### src/rtl/error_vec_gen_pkg.sv
// Shared types and sizing helpers for the ROLLO-I error vector generator.
// Default sizes match the small configuration used in bring-up.
package error_vec_gen_pkg;

    localparam int N_DEF = 7;
    localparam int M_DEF = 8;
    localparam int R_DEF = 3;
    localparam int D_DEF = 5;

    typedef enum logic [2:0] {
        IDLE,
        LOAD,
        GEN,
        FLUSH,
        DONE
    } gen_state_t;

    // Never returns less than 1 so that a size-1 range still gets a real bit.
    function automatic int clog2_w(input int v);
        int w;
        w = 1;
        while ((1 << w) < v) w++;
        return w;
    endfunction

    function automatic int row_depth(input int n, input int d);
        return n / d + (((n % d) != 0) ? 1 : 0);
    endfunction

endpackage

### src/rtl/error_vec_gen_if.sv
// Bus between the error vector generator, its basis RAM, the random source
// and the e RAM.
interface error_vec_gen_if #(
    parameter int N = error_vec_gen_pkg::N_DEF,
    parameter int M = error_vec_gen_pkg::M_DEF,
    parameter int R = error_vec_gen_pkg::R_DEF,
    parameter int D = error_vec_gen_pkg::D_DEF
);
    import error_vec_gen_pkg::*;

    localparam int WIDTH = M * D;
    localparam int DEPTH = row_depth(N, D);
    localparam int E_AW  = clog2_w(R);
    localparam int e_AW  = clog2_w(2 * DEPTH);

    logic             start;
    logic             finish;
    logic [E_AW-1:0]  E_addr;
    logic [M-1:0]     E_din;
    logic             rnd_valid;
    logic [R-1:0]     rnd_data;
    logic             rnd_ready;
    logic [e_AW-1:0]  e_addr;
    logic [WIDTH-1:0] e_dout;
    logic             e_we;

    modport slave (
        input  start, E_din, rnd_valid, rnd_data,
        output finish, E_addr, rnd_ready, e_addr, e_dout, e_we
    );

    modport master (
        output start, E_din, rnd_valid, rnd_data,
        input  finish, E_addr, rnd_ready, e_addr, e_dout, e_we
    );

endinterface

### src/rtl/gf2m_span_comb.sv
// GF(2) linear combination of an r-element basis of GF(2^m) elements;
// addition in GF(2^m) is plain XOR, so no reduction is involved.
module gf2m_span_comb #(
    parameter int M = 8,
    parameter int R = 3
) (
    input  logic [R-1:0][M-1:0] basis,
    input  logic [R-1:0]        sel,
    output logic [M-1:0]        span
);

    always_comb begin
        span = '0;
        for (int i = 0; i < R; i++) begin
            if (sel[i]) span = span ^ basis[i];
        end
    end

endmodule

### src/rtl/error_vec_gen.sv
// Loads the error support basis, then turns 2n random coefficient words into
// packed e1/e2 rows in the same row layout the gf2mz multiplier reads.
module error_vec_gen
    import error_vec_gen_pkg::*;
#(
    parameter int N = N_DEF,
    parameter int M = M_DEF,
    parameter int R = R_DEF,
    parameter int D = D_DEF
) (
    input  logic           clk,
    input  logic           rst_b,
    error_vec_gen_if.slave bus
);

    localparam int WIDTH = M * D;
    localparam int DEPTH = row_depth(N, D);
    localparam int E_AW  = clog2_w(R);
    localparam int e_AW  = clog2_w(2 * DEPTH);
    localparam int CW    = clog2_w(R + 1);
    localparam int SW    = clog2_w(D);
    localparam int JW    = clog2_w(N);

    gen_state_t          state;
    gen_state_t          state_nxt;
    logic [CW-1:0]       load_cnt;
    logic [R-1:0][M-1:0] basis;
    logic [WIDTH-1:0]    pack;
    logic [WIDTH-1:0]    pack_nxt;
    logic [SW-1:0]       slot;
    logic [JW-1:0]       vec_pos;
    logic                second_half;
    logic [e_AW-1:0]     row;
    logic [M-1:0]        elem;
    logic                consume;
    logic                row_done;
    logic                last_coord;
    logic                e_we_q;
    logic [e_AW-1:0]     e_addr_q;
    logic [WIDTH-1:0]    e_dout_q;

    gf2m_span_comb #(.M(M), .R(R)) u_span (
        .basis (basis),
        .sel   (bus.rnd_data),
        .span  (elem)
    );

    assign consume    = (state == GEN) && bus.rnd_valid;
    assign row_done   = (slot == SW'(D - 1)) || (vec_pos == JW'(N - 1));
    assign last_coord = second_half && (vec_pos == JW'(N - 1));

    assign bus.rnd_ready = (state == GEN);
    assign bus.finish    = (state == DONE);
    assign bus.E_addr    = ((state == LOAD) && (load_cnt < CW'(R))) ? E_AW'(load_cnt) : '0;
    assign bus.e_we      = e_we_q;
    assign bus.e_addr    = e_addr_q;
    assign bus.e_dout    = e_dout_q;

    always_ff @(posedge clk) begin
        if (!rst_b) state <= IDLE;
        else        state <= state_nxt;
    end

    // LOAD runs one cycle past the last address so the final RAM word lands.
    always_comb begin
        state_nxt = state;
        case (state)
            IDLE:    if (bus.start) state_nxt = LOAD;
            LOAD:    if (load_cnt == CW'(R)) state_nxt = GEN;
            GEN:     if (consume && last_coord) state_nxt = FLUSH;
            FLUSH:   state_nxt = DONE;
            DONE:    state_nxt = IDLE;
            default: state_nxt = IDLE;
        endcase
    end

    always_ff @(posedge clk) begin
        if (!rst_b)              load_cnt <= '0;
        else if (state == LOAD)  load_cnt <= load_cnt + 1'b1;
        else                     load_cnt <= '0;
    end

    always_ff @(posedge clk) begin
        if (state == LOAD) begin
            for (int k = 0; k < R; k++) begin
                if (load_cnt == CW'(k + 1)) basis[k] <= bus.E_din;
            end
        end
    end

    always_comb begin
        pack_nxt = pack;
        for (int k = 0; k < D; k++) begin
            if (slot == SW'(k)) pack_nxt[M*k +: M] = elem;
        end
    end

    // e2 begins on a fresh row because the tail of e1 always closes its row.
    always_ff @(posedge clk) begin
        if (!rst_b) begin
            pack        <= '0;
            slot        <= '0;
            vec_pos     <= '0;
            second_half <= 1'b0;
            row         <= '0;
            e_we_q      <= 1'b0;
            e_addr_q    <= '0;
            e_dout_q    <= '0;
        end else begin
            e_we_q   <= 1'b0;
            e_addr_q <= '0;
            e_dout_q <= '0;
            if (state == IDLE) begin
                pack        <= '0;
                slot        <= '0;
                vec_pos     <= '0;
                second_half <= 1'b0;
                row         <= '0;
            end else if (consume) begin
                if (row_done) begin
                    e_we_q   <= 1'b1;
                    e_addr_q <= row;
                    e_dout_q <= pack_nxt;
                    pack     <= '0;
                    slot     <= '0;
                    row      <= row + 1'b1;
                end else begin
                    pack <= pack_nxt;
                    slot <= slot + 1'b1;
                end
                if (vec_pos == JW'(N - 1)) begin
                    vec_pos     <= '0;
                    second_half <= 1'b1;
                end else begin
                    vec_pos <= vec_pos + 1'b1;
                end
            end
        end
    end

endmodule
### src/flat_wrapper.sv
// flat-port wrapper written by rule: the top's interface ports become plain ports
module error_vec_gen_flat import error_vec_gen_pkg::*;
#(
    parameter int N = N_DEF,
    parameter int M = M_DEF,
    parameter int R = R_DEF,
    parameter int D = D_DEF
)
  (clk, rst_b, bus_start, bus_E_din, bus_rnd_valid, bus_rnd_data, bus_finish, bus_E_addr, bus_rnd_ready, bus_e_addr, bus_e_dout, bus_e_we);
  error_vec_gen_if #(.N(N), .M(M), .R(R), .D(D)) bus_i ();
  input  logic clk;
  input  logic rst_b;
  input wire logic [$bits(bus_i.start)-1:0] bus_start;
  input wire logic [$bits(bus_i.E_din)-1:0] bus_E_din;
  input wire logic [$bits(bus_i.rnd_valid)-1:0] bus_rnd_valid;
  input wire logic [$bits(bus_i.rnd_data)-1:0] bus_rnd_data;
  output wire logic [$bits(bus_i.finish)-1:0] bus_finish;
  output wire logic [$bits(bus_i.E_addr)-1:0] bus_E_addr;
  output wire logic [$bits(bus_i.rnd_ready)-1:0] bus_rnd_ready;
  output wire logic [$bits(bus_i.e_addr)-1:0] bus_e_addr;
  output wire logic [$bits(bus_i.e_dout)-1:0] bus_e_dout;
  output wire logic [$bits(bus_i.e_we)-1:0] bus_e_we;
  assign bus_i.start = bus_start;
  assign bus_i.E_din = bus_E_din;
  assign bus_i.rnd_valid = bus_rnd_valid;
  assign bus_i.rnd_data = bus_rnd_data;
  assign bus_finish = bus_i.finish;
  assign bus_E_addr = bus_i.E_addr;
  assign bus_rnd_ready = bus_i.rnd_ready;
  assign bus_e_addr = bus_i.e_addr;
  assign bus_e_dout = bus_i.e_dout;
  assign bus_e_we = bus_i.e_we;
  error_vec_gen #(.N(N), .M(M), .R(R), .D(D)) u_core (.clk(clk), .rst_b(rst_b), .bus(bus_i));
endmodule
### config.mk
export PLATFORM = sky130hd
export DESIGN_NAME = error_vec_gen_flat
export DESIGN_NICKNAME = d
export VERILOG_FILES = /design/src/rtl/error_vec_gen_pkg.sv /design/src/rtl/error_vec_gen_if.sv /design/src/rtl/gf2m_span_comb.sv /design/src/rtl/error_vec_gen.sv /design/src/flat_wrapper.sv
export SDC_FILE = /design/constraint.sdc
export NUM_CORES = 1
export LEC_CHECK = 0
export CAP_MARGIN = 10
export CORE_ASPECT_RATIO = 0.5
export CORE_UTILIZATION = 39
export CTS_BUF_LIST = sky130_fd_sc_hd__clkbuf_8
export DETAILED_ROUTE_END_ITERATION = 6
export SYNTH_ARGS = -nofsm -noshare
export SYNTH_HDL_FRONTEND = slang
export SYNTH_SLANG_ARGS = --single-unit
### constraint.sdc
create_clock -name clk -period 1.75 [get_ports clk]
set_input_delay 0.525 -clock clk [delete_from_list [all_inputs] [get_ports clk]]
set_output_delay 0.525 -clock clk [all_outputs]
set_load 0.01 [all_outputs]
# Yosys cells after proc, flatten, opt, wreduce, memory -nomap -nowiden
# Cells that the tools add are included.
[op_classes]
n_reduce_logical = 17
muxes = 17
add_sub_neg = 4
n_eq_ne = 15
n_bitwise = 5
magnitude_cmp = 1
[ops]
columns = ["operator", "count"]
rows = [
  ["$mux 8", 8],
  ["$mux 40", 1],
  ["$xor 8x8->8", 2],
  ["$mux 3", 5],
  ["$eq 3x2->1 const B", 4],
  ["$pmux 3 s4", 1],
  ["$reduce_and 2->1", 6],
  ["$eq 3x3->1 const B", 3],
  ["$add 3x1->3 const B", 2],
  ["$eq 3x1->1 const B", 2],
  ["$logic_not 3->1", 2],
  ["$add 2x1->2 const B", 2],
  ["$eq 2x2->1 const B", 2],
  ["$logic_and 1x1->1", 4],
  ["$ne 2x1->1 const B", 2],
  ["$reduce_or 4->1", 1],
  ["$not 1->1", 3],
  ["$reduce_and 3->1", 1],
  ["$reduce_or 3->1", 1],
  ["$eq 2x1->1 const B", 1],
  ["$lt 2x2->1 const B", 1],
  ["$mux 2", 1],
  ["$ne 2x2->1 const B", 1],
  ["$reduce_or 2->1", 1],
  ["2 further kinds", 2],
]
[word_totals]
wordCells = 72
regBits = 121
in_bits = 15

# Logic depth before layout (Yosys ltp)
[depth]
word_depth = 7
depth_mapped = 8
mapped_depth_nobuf = 7

# Modules after synthesis
# Synthesis repeated with hierarchy kept, for this count alone.
[unflattened]
hier_cells = 455
hier_area_um2 = 4779.6
[by_module_without_submodules]
columns = ["mod", "area_per_inst_um2", "cells_each", "n_inst"]
rows = [
  ["error_vec_gen", 4478.0, 420, 1],
  ["gf2m_span_comb", 301.5, 35, 1],
]

# Least setup slack after synthesis
# No wires, ideal clock.
[synth_path]
kind = "register to register"
start = "register u_core.slot[0]"
end = "register u_core.pack[31]"
t_arrival_ps = 1746
required_ps = 1691
synth_period_minus_slack_ps = 1805
path_slack_ps = -55
stages_incl_launch_ff = 7
setup_time_ps = 59
path_cell_list = "dfxtp_1 > ha_1 > ha_1 > clkbuf_1 > or3_4 > a21oi_4 > a22o_1"
[synth_via]
elab_chain_len = 3
[synth_rtl]
columns = ["element", "line_no", "text"]
rows = [
  ["from (decl)", "error_vec_gen.sv:30", "logic [SW-1:0] slot;"],
  ["from (signal assigned)", "error_vec_gen.sv:129", "slot <= slot + 1'b1;"],
  ["$eq 3x2->1 / $eq 3x3->1 (equally long branches)", "error_vec_gen.sv:94, error_vec_gen.sv:49", ""],
  ["$mux 8 / $logic_or 1x1->1 (equally long branches)", "error_vec_gen.sv:94, error_vec_gen.sv:49", ""],
  ["$mux 40 *", "error_vec_gen.sv:120", "if (row_done) begin"],
  ["to (signal assigned)", "error_vec_gen.sv:128", "pack <= pack_nxt;"],
  ["to (decl)", "error_vec_gen.sv:28", "logic [WIDTH-1:0] pack;"],
]
# Every way passes the cells marked *; elsewhere a longest branch is shown, timed or not.
# A chain may end at the register's enable or synchronous reset.

# Worst setup path in the final report
[layout_path]
start = "register u_core.state[2]"
end = "output port bus_E_addr[1]"
[layout_via]
elab_chain_len = 3
[layout_rtl]
columns = ["element", "line_no", "text"]
rows = [
  ["from (decl)", "error_vec_gen.sv:24", "gen_state_t state;"],
  ["from (signal assigned)", "error_vec_gen.sv:61", "else state <= state_nxt;"],
  ["$eq 3x1->1", "error_vec_gen.sv:54", "assign bus.E_addr = ((state == LOAD) && (load_cnt < CW'(R))) ? E_AW'(load_cnt) : '0;"],
  ["$logic_and 1x1->1", "error_vec_gen.sv:54", ""],
  ["$mux 2", "error_vec_gen.sv:54", ""],
  ["to (decl)", "flat_wrapper.sv:18", "output wire logic [$bits(bus_i.E_addr)-1:0] bus_E_addr;"],
]
# No other way between the ends.

==> flow_summary.ini <==
[setup_path]
cp_max_fo = 3
worstRegToRegCells = 6
endpoint = bus_E_addr[1]
worstSetupPathType = flip-flop to primary output
crit_path_top_delay_cell = dfxtp_2
r2r_slack_ns = 0.12
cp-end-kind = primary output
critPathArrivalTime_ns = 1.31
critical_path.startpoint_type = flip-flop
critPathBufInv = 2
cpPeakStageDelay_ns = 0.33
cp-startpoint = u_core.state[2]$_SDFFE_PN0P_
rr_endpoint = u_core.pack[31]$_SDFFE_PP0N_
cp.depth = 4
worst-endpoint-required_ns = 1.22
timing.rr.start = u_core.slot[1]$_SDFFE_PP0N_
crit_chain = nor3b_2, buf_4, and3_4, buf_6
path_delay_family = flip-flops

[placed_design]
place_ws_ns = -0.523
place_congestion = 0.773
hpwl_um = 7090
io_buffers = 61

[route]
drt-wirelength-per-cell_um = 14.6
drt-vias-per-instance = 4.67
first_pass_iters = 4
drc = 0
totalWireLength_um = 10400
drt_iter0_drc = 187
vias = 3322
drt.antenna.violating_nets = 0

[clock_network]
cts_made_buffers = 17
hold_buffers = 0
htreeDepth = 4
cts_root_buf = clkbuf_8
cts_tree = done
clk_latency_ns = 0.43
clock-sinks = 121
clockBufferDepth = 2
clk_pin_slew_worst_paths_ns = 0.07

[finish]
final_cell_mix = nand2_1 (94), dfxtp_1 (92), buf_4 (56)
fill_cells = 1018
area_growth_pct = 33.7
regArea_um2 = 2670
fin_nets = 565
diodes = 0
drive_gt1_share_pct = 22.1
post-route-util_pct = 54.4
multi_input_area_um2 = 1780
final_common_cell = nand2_1

[synthesis]
synth_top_cells_by_area = dfxtp_1 (43%), edfxtp_1 (16%), nand2_1 (7.8%), a22o_1 (6.2%), a21oi_1 (4.2%)
synth_top_area_share_pct = 42.7
yosysTopAreaCell = dfxtp_1
synth_edf_count = 24
syn_inst = 422
async_flop_share_pct = 0
synth.cell_area_um2 = 4550
ys_seq_area_share_pct = 58.5
yosys_warnings = 0
synth-seq-cells = 121
synth.distinct_cells = 43
synth_fp_nets = 445
syn_area_per_cell_um2 = 10.8
synth_ff_type = dfxtp_1

[floorplan]
rows = 27
die-area_um2 = 12100
start_util_pct = 40.7
coreArea_um2 = 11200
ios = 62
dieWidth_um = 155
die_h_um = 78.4

[min_path]
hp-class = flip-flop to flip-flop
min-delay-start = u_core.pack[38]$_SDFFE_PP0N_

[sta]
slew_headroom_pct = 79.2
maxSlewViolCount = 0
max_freq_ghz = 0.545
layout_setup_ws_ns = -0.0842
fin_crit_ns = 1.83
fin_worst_skew_ns = 0.0130
rsz0062_at_grt = yes
setup_viol = 2
min_period_over_period_pct = 105
hold_violations = 0
max_slew.worst_pin.slew_ns = 0.313

[run_status]
status = finished with violations
violations = negative setup slack

[pwr]
seqPwrFrac_pct = 53.6
p_comb_share_pct = 5.1
power_density_nw_per_um2 = 875
ir_drop_mv = 0.450
power.switching_mw = 1.16
power.internal_mw = 4.16
power.share.switching_pct = 21.9
clkPwrFrac_pct = 41.3
p_leak_nw = 2.59

[global_route]
grt_overflow = 0
grt.total_usage_pct = 18.4
grt_first_pass_wirelength_um = 16700
antenna_found_initial = 0
grt_pass1_vias = 3214
grt_max_degree = 40

[job]
maxCapViolations = 0
[cell usage after synthesis, types with 3 or more instances]
cell,count
a21oi_1,38
a21oi_2,3
a22o_1,32
and2_1,13
and3_1,3
buf_1,3
buf_2,10
clkbuf_1,4
dfxtp_1,97
edfxtp_1,24
ha_1,8
inv_1,9
mux2i_1,9
nand2_1,94
nand2b_1,5
nor2_1,22
nor2_2,4
nor3b_1,3
xnor3_1,8
[worst min path at each step]
stage | cells after the start | endpoint | slack (ns)
4_1_cts | 2 | u_core.bus.e_dout[11]$_SDFF_PP0_ | 0.46
5_1_grt | 1 | u_core.pack[33]$_SDFFE_PP0N_ | 0.47
3_3_place_gp | 1 | u_core.pack[38]$_SDFFE_PP0N_ | 0.44
3_5_place_dp | 2 | u_core.bus.e_dout[33]$_SDFF_PP0_ | 0.44
2_1_floorplan | 1 | u_core.pack[32]$_SDFFE_PP0N_ | 0.43
6_report | 2 | u_core.bus.e_dout[38]$_SDFF_PP0_ | 0.45
[state kept, by name, summed over array words and instances, names as in the netlist]
signal              count
u_core.pack            40
u_core.load_cnt         2
u_core.bus.e_dout      40
u_core.second_half      1
u_core.slot             3
u_core.row              2
u_core.vec_pos          3
u_core.basis           24
u_core.bus.e_we         1
u_core.state            3
u_core.bus.e_addr       2
[through the flow]
step                      TNS [ns]  cells  power [mW]  hold WS [ns]  instance area (um2)
after global routing        -0.409    711        5.54         0.469                 6080
final                       -0.157    711        5.32         0.451                 6080
after CTS                   -0.339    711        5.38         0.455                 6070
after detailed placement    -29.42    681        3.18         0.443                 5750
after global placement      -28.46    681        3.18         0.442                 5750
after floorplan                  0    422        3.03         0.430                 4550
[layout make-up]
type | count | share of cell area, %
clock buffer | 20 | 4.52
timing repair buffer | 123 | 17.5
multi-input combinational | 270 | 29.2
sequential | 121 | 43.9
clock inverter | 9 | 1.09
tap | 159 | 3.27
inverter | 9 | 0.555
[tightest hold or removal path, stage by stage (launching register included)]
cell and delay (ns):
dfxtp_1 0.30, nand2_1 0.05, a21oi_1 0.06
[logic make-up after synthesis]
| logic type | Yosys count | synth area share [%] |
|---|---|---|
| compound gates | 82 | 12.8 |
| xor+xnor | 10 | 4.35 |
| fa+ha+maj | 8 | 2.20 |
| buf+inv | 31 | 3.30 |
| flops | 121 | 58.5 |
| mux | 9 | 1.98 |
| simple gates | 161 | 16.8 |
[repair_timing]
item | 4_1_cts | 5_1_grt
buffers inserted | 1 | 0
pin swaps | 3 | 2
resized for setup | 69 | 11
setup endpoints to repair | 54 | 25
[power groups by stage]
stage	registers (mW)	clock network, mW	logic [mW]
global route	2.85	2.40	0.291
detailed placement	2.91	0	0.266
global placement	2.91	0	0.264
floorplan	2.91	0	0.114
CTS	2.85	2.25	0.270
finish	2.85	2.20	0.271
[layer usage]
layer	vias to the layer above	routed length [um]	global-route usage, %
met5	-	0	0
met4	0	68	5.05
met3	5	533	6.35
met2	70	4290	26.9
met1	1562	5490	25.8
li1	1685	-	-
Note: power is estimated with default switching activity, not from simulation.
